File: src/rtl/video_port_responder_pkg.sv
// Shared definitions for the video fetch port responder:
// bandwidth codes, FSM state codes, counter widths and slot ownership decode.
package video_port_responder_pkg;

    localparam int SLOT_W  = 3;
    localparam int OUTST_W = 2;

    typedef enum logic [1:0] {
        VBW_1_8 = 2'b00,
        VBW_1_4 = 2'b01,
        VBW_1_2 = 2'b10,
        VBW_ALL = 2'b11
    } vbw_e;

    typedef enum logic [1:0] {
        VPS_IDLE   = 2'b00,
        VPS_ACTIVE = 2'b01,
        VPS_DRAIN  = 2'b10
    } vps_e;

    // True when the given slot number belongs to video at bandwidth bw.
    function automatic logic own_slot(
        input logic [1:0]        bw,
        input logic [SLOT_W-1:0] slot
    );
        logic own;
        own = 1'b0;
        unique case (vbw_e'(bw))
            VBW_1_8: own = (slot == '0);
            VBW_1_4: own = (slot[1:0] == 2'b00);
            VBW_1_2: own = ~slot[0];
            VBW_ALL: own = 1'b1;
        endcase
        return own;
    endfunction

endpackage

File: src/rtl/video_port_responder_slot_sched.sv
// Slot scheduler: 3-bit slot counter advanced at every cend, plus the
// ownership decode for the slot that starts at the next cend.
// Ports:
//   clk, rst_n      clock, synchronous active-low reset
//   cend_i          slot boundary pulse (counter advances)
//   pre_cend_i      decision pulse, one clk before cend
//   restart_i       force the upcoming slot to be slot 0 (valid at pre_cend)
//   bw_i            video bandwidth code
//   slot_nz_o       current slot is not slot 0 (VIDPORT_CHECK_EN builds only)
//   own_next_o      upcoming slot belongs to video
module video_port_responder_slot_sched
    import video_port_responder_pkg::*;
(
    input  logic       clk,
    input  logic       rst_n,
    input  logic       cend_i,
    input  logic       pre_cend_i,
    input  logic       restart_i,
    input  logic [1:0] bw_i,
`ifdef VIDPORT_CHECK_EN
    output logic       slot_nz_o,
`endif
    output logic       own_next_o
);

    logic [SLOT_W-1:0] cnt_q;
    logic [SLOT_W-1:0] cnt_d;
    logic [SLOT_W-1:0] next_slot;

    // Restart loads all-ones so the increment at the coming cend lands on 0.
    always_comb begin
        cnt_d = cnt_q;
        if (pre_cend_i && restart_i) begin
            cnt_d = '1;
        end else if (cend_i) begin
            cnt_d = cnt_q + SLOT_W'(1);
        end
    end

    always_ff @(posedge clk) begin
        if (!rst_n) begin
            cnt_q <= '0;
        end else begin
            cnt_q <= cnt_d;
        end
    end

    assign next_slot  = restart_i ? '0 : cnt_q + SLOT_W'(1);
    assign own_next_o = own_slot(bw_i, next_slot);

`ifdef VIDPORT_CHECK_EN
    assign slot_nz_o = (cnt_q != '0);
`endif

endmodule

File: src/rtl/video_port_responder.sv
// Arbiter-side responder for the video fetch port: grants DRAM slots to
// video reads at the requested bandwidth and returns read data in order.
// Ports:
//   clk, rst_n            clock, synchronous active-low reset
//   cend, pre_cend        slot boundary and the pulse one clk before it
//   video_go/bw/addr      fetch chain request, bandwidth, next word address
//   video_next            address consumed (pulse in the granted cend clk)
//   video_strobe/data     returned word, strobe one clk after dram_vrdy
//   dram_vid/addr         current slot owned by video and its address
//   dram_vrdy/rdata       DRAM engine read completion and data
//   cpu_slot              current slot free for CPU/DMA
//   err                   sticky protocol error, live only with VIDPORT_CHECK_EN
module video_port_responder
    import video_port_responder_pkg::*;
#(
    parameter int MAX_OUTST = 2
) (
    input  logic        clk,
    input  logic        rst_n,
    input  logic        cend,
    input  logic        pre_cend,
    input  logic        video_go,
    input  logic [1:0]  video_bw,
    input  logic [20:0] video_addr,
    output logic        video_next,
    output logic        video_strobe,
    output logic [15:0] video_data,
    output logic        dram_vid,
    output logic [20:0] dram_addr,
    input  logic        dram_vrdy,
    input  logic [15:0] dram_rdata,
    output logic        cpu_slot,
    output logic        err
);

    vps_e               state_q;
    vps_e               state_d;
    logic               restart;
    logic               own_next;
    logic               room;
    logic               grant_q;
    logic               grant_d;
    logic               issue;
    logic               ret;
    logic [OUTST_W-1:0] outst_q;
    logic [OUTST_W-1:0] outst_d;
    logic               vid_q;
    logic               cpu_q;
    logic [20:0]        addr_q;
    logic               strobe_q;
    logic [15:0]        data_q;
`ifdef VIDPORT_CHECK_EN
    logic               slot_nz;
`endif

    video_port_responder_slot_sched u_sched (
        .clk        (clk),
        .rst_n      (rst_n),
        .cend_i     (cend),
        .pre_cend_i (pre_cend),
        .restart_i  (restart),
        .bw_i       (video_bw),
`ifdef VIDPORT_CHECK_EN
        .slot_nz_o  (slot_nz),
`endif
        .own_next_o (own_next)
    );

    assign room  = (outst_q < OUTST_W'(MAX_OUTST));
    assign issue = cend & grant_q;
    // Completions with nothing outstanding are stale and dropped.
    assign ret   = dram_vrdy & (outst_q != '0);

    always_ff @(posedge clk) begin
        if (!rst_n) begin
            state_q <= VPS_IDLE;
        end else begin
            state_q <= state_d;
        end
    end

    always_comb begin
        state_d = state_q;
        restart = 1'b0;
        if (pre_cend) begin
            unique case (state_q)
                VPS_IDLE: begin
                    if (video_go) begin
                        state_d = VPS_ACTIVE;
                        restart = 1'b1;
                    end
                end
                VPS_ACTIVE: begin
                    if (!video_go) begin
                        state_d = (outst_q != '0) ? VPS_DRAIN
                                                  : VPS_IDLE;
                    end
                end
                VPS_DRAIN: begin
                    if (video_go) begin
                        state_d = VPS_ACTIVE;
                    end else if (outst_q == '0) begin
                        state_d = VPS_IDLE;
                    end
                end
                default: state_d = VPS_IDLE;
            endcase
        end
    end

    // Grant is decided at pre_cend and consumed at the following cend.
    always_comb begin
        grant_d = grant_q;
        if (cend) begin
            grant_d = 1'b0;
        end
        if (pre_cend) begin
            grant_d = (state_d == VPS_ACTIVE) & video_go
                    & own_next & room;
        end
    end

    always_comb begin
        outst_d = outst_q;
        case ({issue, ret})
            2'b10:   outst_d = outst_q + OUTST_W'(1);
            2'b01:   outst_d = outst_q - OUTST_W'(1);
            default: outst_d = outst_q;
        endcase
    end

    always_ff @(posedge clk) begin
        if (!rst_n) begin
            grant_q  <= 1'b0;
            outst_q  <= '0;
            vid_q    <= 1'b0;
            cpu_q    <= 1'b0;
            addr_q   <= '0;
            strobe_q <= 1'b0;
            data_q   <= '0;
        end else begin
            grant_q  <= grant_d;
            outst_q  <= outst_d;
            strobe_q <= ret;
            if (ret) begin
                data_q <= dram_rdata;
            end
            if (cend) begin
                vid_q <= grant_q;
                cpu_q <= ~grant_q;
                if (grant_q) begin
                    addr_q <= video_addr;
                end
            end
        end
    end

    assign video_next   = issue;
    assign video_strobe = strobe_q;
    assign video_data   = data_q;
    assign dram_vid     = vid_q;
    assign dram_addr    = addr_q;
    assign cpu_slot     = cpu_q;

`ifdef VIDPORT_CHECK_EN
    logic       err_q;
    logic [1:0] bw_q;
    logic       bw_err;

    assign bw_err = pre_cend & (state_q == VPS_ACTIVE)
                  & slot_nz & (video_bw != bw_q);

    always_ff @(posedge clk) begin
        if (!rst_n) begin
            err_q <= 1'b0;
            bw_q  <= '0;
        end else begin
            if (pre_cend) begin
                bw_q <= video_bw;
            end
            if ((dram_vrdy && outst_q == '0) || bw_err) begin
                err_q <= 1'b1;
            end
        end
    end

    assign err = err_q;
`else
    assign err = 1'b0;
`endif

endmodule

File: config.mk
export PLATFORM = sky130hd
export DESIGN_NAME = video_port_responder
export DESIGN_NICKNAME = d
export VERILOG_FILES = /design/src/rtl/video_port_responder_pkg.sv /design/src/rtl/video_port_responder_slot_sched.sv /design/src/rtl/video_port_responder.sv
export SDC_FILE = /design/constraint.sdc
export NUM_CORES = 1
export LEC_CHECK = 0
export ABC_AREA = 1
export CORE_MARGIN = 4
export CORE_UTILIZATION = 30
export CTS_CLUSTER_SIZE = 30
export DETAILED_ROUTE_END_ITERATION = 10
export DONT_BUFFER_PORTS = 1
export PLACE_DENSITY = 0.55
export RECOVER_POWER = 50
export SLEW_MARGIN = 5
export SYNTH_ARGS = -nofsm -noshare
export SYNTH_HDL_FRONTEND = slang
export SYNTH_HIERARCHICAL = 1
export SYNTH_SLANG_ARGS = --single-unit
File: constraint.sdc
create_clock -name clk -period 2.2 [get_ports clk]
set_clock_uncertainty 0.15 [all_clocks]
set_input_delay 0.22 -clock clk [delete_from_list [all_inputs] [get_ports clk]]
set_output_delay 0.22 -clock clk [all_outputs]
set_load 0.005 [all_outputs]
==> reports/summary.txt <==
total gr overflow -> 0
Via Count -> 1705
met2 usage -> 21.5%
Syn Inst Count -> 254
fraction of registers with async set/reset -> 0%
RSZ-0062 raised after global routing -> no
Worst path most repeated cell -> nand2_1
Comb pwr share -> 10.0%
HPWL Detailed -> 2.99 mm
Die ar. -> 7640 sq um
Top FF cell, synth -> dfxtp_1
YS warnings -> 6
max incr delay on CP -> 0.54 ns
Routed WL -> 4.73 mm
RePlAce Congestion -> 0.790
R2R depth -> 6
switching share of power -> 22.9%
global-route wire length before repair -> 7.62 mm
row cnt -> 28
PortBufs -> 0
Initial Utilization -> 31.4%
Max Fanout on Critical Path -> 4
most frequent cell after synthesis -> nor2_1
H-tree levels -> 2
Die H -> 87.4 um
Max clock buf depth -> 2
setup TNS -> 0 ns
internal power -> 1.23 mW
Flop pwr share -> 56.4%
Max VDD drop -> 0.000325 V
core area -> 6030 sq um
f_max -> 0.577 GHz
largest family of logic cells by synthesized area -> simple AND/OR/NAND/NOR gates
# DRC -> 0
clk sinks -> 48
Synth area leaders -> dfxtp_1, nor2_1, o21ai_0, nand2_1, o21ai_1
CP required -> 2.29 ns
vias per std cell -> 4.62
Tcrit/Tclk final -> 78.8%
largest net degree at the start of global routing -> 44
crit start category -> flip-flop
final instance area -> 2430 sq um
setup violators final -> 0
Netlist cell types -> 22
sequential share of the synthesized area -> 50.8%
Fillers -> 607
Hold WC Path Type -> input pin to flip-flop
GRT Util Overall -> 12.5%
crit-path cells -> nor3_1, nand2_1, nand3_1, nand2_1, dlygate4sd3_1, inv_1
Root Buffer -> clkbuf_8
DIE WIDTH -> 87.4 um
GR Util met3 -> 5.87%
Post-layout nets -> 340
top post-synthesis cells by count -> nor2_1, dfxtp_1, nand2_1
ANT nets after route -> 0
Setup crit end kind -> flip-flop
crit path time final -> 1.73 ns
Syn Area/Cell -> 7.44 sq um
Hold Crit Depth -> 2
crit path DAT -> 1.82 ns
Ports -> 87
DRT Pass-1 Iters -> 4
Switching Power -> 365 uW
Max Transition Viols Final -> 0
status -> finished, final reports clean
Adder-Cell Fraction of Synth Area -> 1.32%
EDFF count, synth -> 0
share of cells above drive strength 1 -> 6.12%
Max-Cap Viols -> 0
final design utilization -> 40.4%
Placed Area -> 1910 sq um
Setup CP Type -> flip-flop to flip-flop
CTS tree -> yes
mux share of post-synthesis cell area -> 0%
vias in the first global route -> 1679
share of the synthesized area in the top cell type -> 50.8%
Reg clk slew, reported paths -> 0.08 ns
n_diodes -> 0
area delta synth->final -> 28.7%
Final Hold Viols -> 0
Post-Synth XOR/XNOR Area -> 0%
Leak -> 0.993 nW
antenna violations before repair -> 0
Mapped Area -> 1890 sq um
simple-gate portion of the synthesized area -> 26.1%
worst skew pair latency -> 0.29 ns
Compound-Gate Fraction of Synth Area -> 12.8%
most used routing layer -> met2
crit path max-delay cell type -> dlygate4sd3_1
GR Util met1 -> 13.9%
Synth area leader -> dfxtp_1
Num CTS Buffers -> 5
PD cells -> 655 nW/um^2
initial DRC count -> 61
wire per inst -> 12.8 um
Gates resized, CTS repair -> 0
synthesis-stage register bit count -> 48
clock network power share -> 33.6%
Post-Syn Nets -> 301
-- power groups by stage --
stage                     Clock (mW)  Combinational, mW  Sequential (mW)
after floorplan                    0             0.0827            0.916
after global placement             0             0.0836            0.920
after detailed placement           0             0.0847            0.920
after CTS                      0.565              0.159            0.899
after global routing           0.604              0.181            0.902
final                          0.535              0.160            0.899
-- cells in the final DEF (no fill, tap or decap), types with 2 or more instances in the layout --
master	Yosys	final
dfxtp_1	48	48
inv_2	4	4
nand2_2	2	2
nand2_1	28	28
nand2_4	2	2
a31oi_1	2	2
dlygate4sd3_1	0	41
o21ai_0	27	27
o21ai_1	13	13
a21oi_1	6	6
nand3_1	6	6
nor2_1	83	83
ha_1	2	2
clkbuf_1	4	2
inv_1	16	16
clkbuf_8	0	6
-- flip-flops by register name (all words and copies together) (netlist names) --
register       cells
cpu_slot           1
grant_q            1
dram_vid           1
dram_addr         21
video_strobe       1
state_q            2
u_sched/cnt_q      3
video_data        16
outst_q            2
-- metal layers --
metal / share of wire, % / wire length (um)
met1: 42 / 1960
met2: 45 / 2130
met3: 13 / 608
met4: 0.49 / 23
met5: 0 / 0
-- cell type report --
| cell class | instances | area, sq um | area share (%) |
|---|---|---|---|
| clock buffers | 8 | 90.1 | 3.70 |
| inverters | 21 | 86.3 | 3.55 |
| multi-input cells | 174 | 764 | 31.4 |
| flip-flops and latches | 48 | 961 | 39.5 |
| well taps | 75 | 93.8 | 3.86 |
| repair buffers | 43 | 438 | 18.0 |
-- final timing paths --
check | from | to | slack, ns
worst max-delay path | state_q[1]$_SDFF_PN0_ | u_sched/cnt_q[0]$_SDFFE_PN0P_ | 0.47
worst min-delay path | dram_vrdy | video_strobe$_SDFF_PN0_ | 0.05
worst max register to register | state_q[1]$_SDFF_PN0_ | u_sched/cnt_q[0]$_SDFFE_PN0P_ | 0.47
worst min register to register | u_sched/cnt_q[1]$_SDFFE_PN0P_ | u_sched/cnt_q[1]$_SDFFE_PN0P_ | 0.34
-- what timing repair did --
item / CTS / global route
hold endpoints to repair: 47 / 0
hold buffers: 42 / 0
buffers inserted: 0 / 0
-- cells by family (layout without fill, tap and decap cells) --
family,after synthesis,in the layout
compound gates,48,48
other cells,1,1
buf+inv,32,72
simple gates,123,123
flops,48,48
fa+ha+maj,2,2
-- critical path, delay by kind of cell, from the launching register on --
family                 cells  cell delay [ns]
buffers and inverters      2             0.59
flip-flops                 1             0.34
AND/OR/NAND/NOR            4             0.61
-- metrics by stage --
| stage | hold slack (ns) | total power, mW | setup WS [ns] | std cells |
|---|---|---|---|---|
| after global routing | 0.0802 | 1.69 | 0.270 | 369 |
| final | 0.0460 | 1.59 | 0.467 | 369 |
| after floorplan | 0.168 | 0.999 | 0.633 | 254 |
| after detailed placement | 0.190 | 1.00 | 0.529 | 319 |
| after global placement | 0.184 | 1.00 | 0.571 | 319 |
| after CTS | 0.0408 | 1.62 | 0.470 | 369 |
No activity file was read; power rests on OpenSTA's default activity.
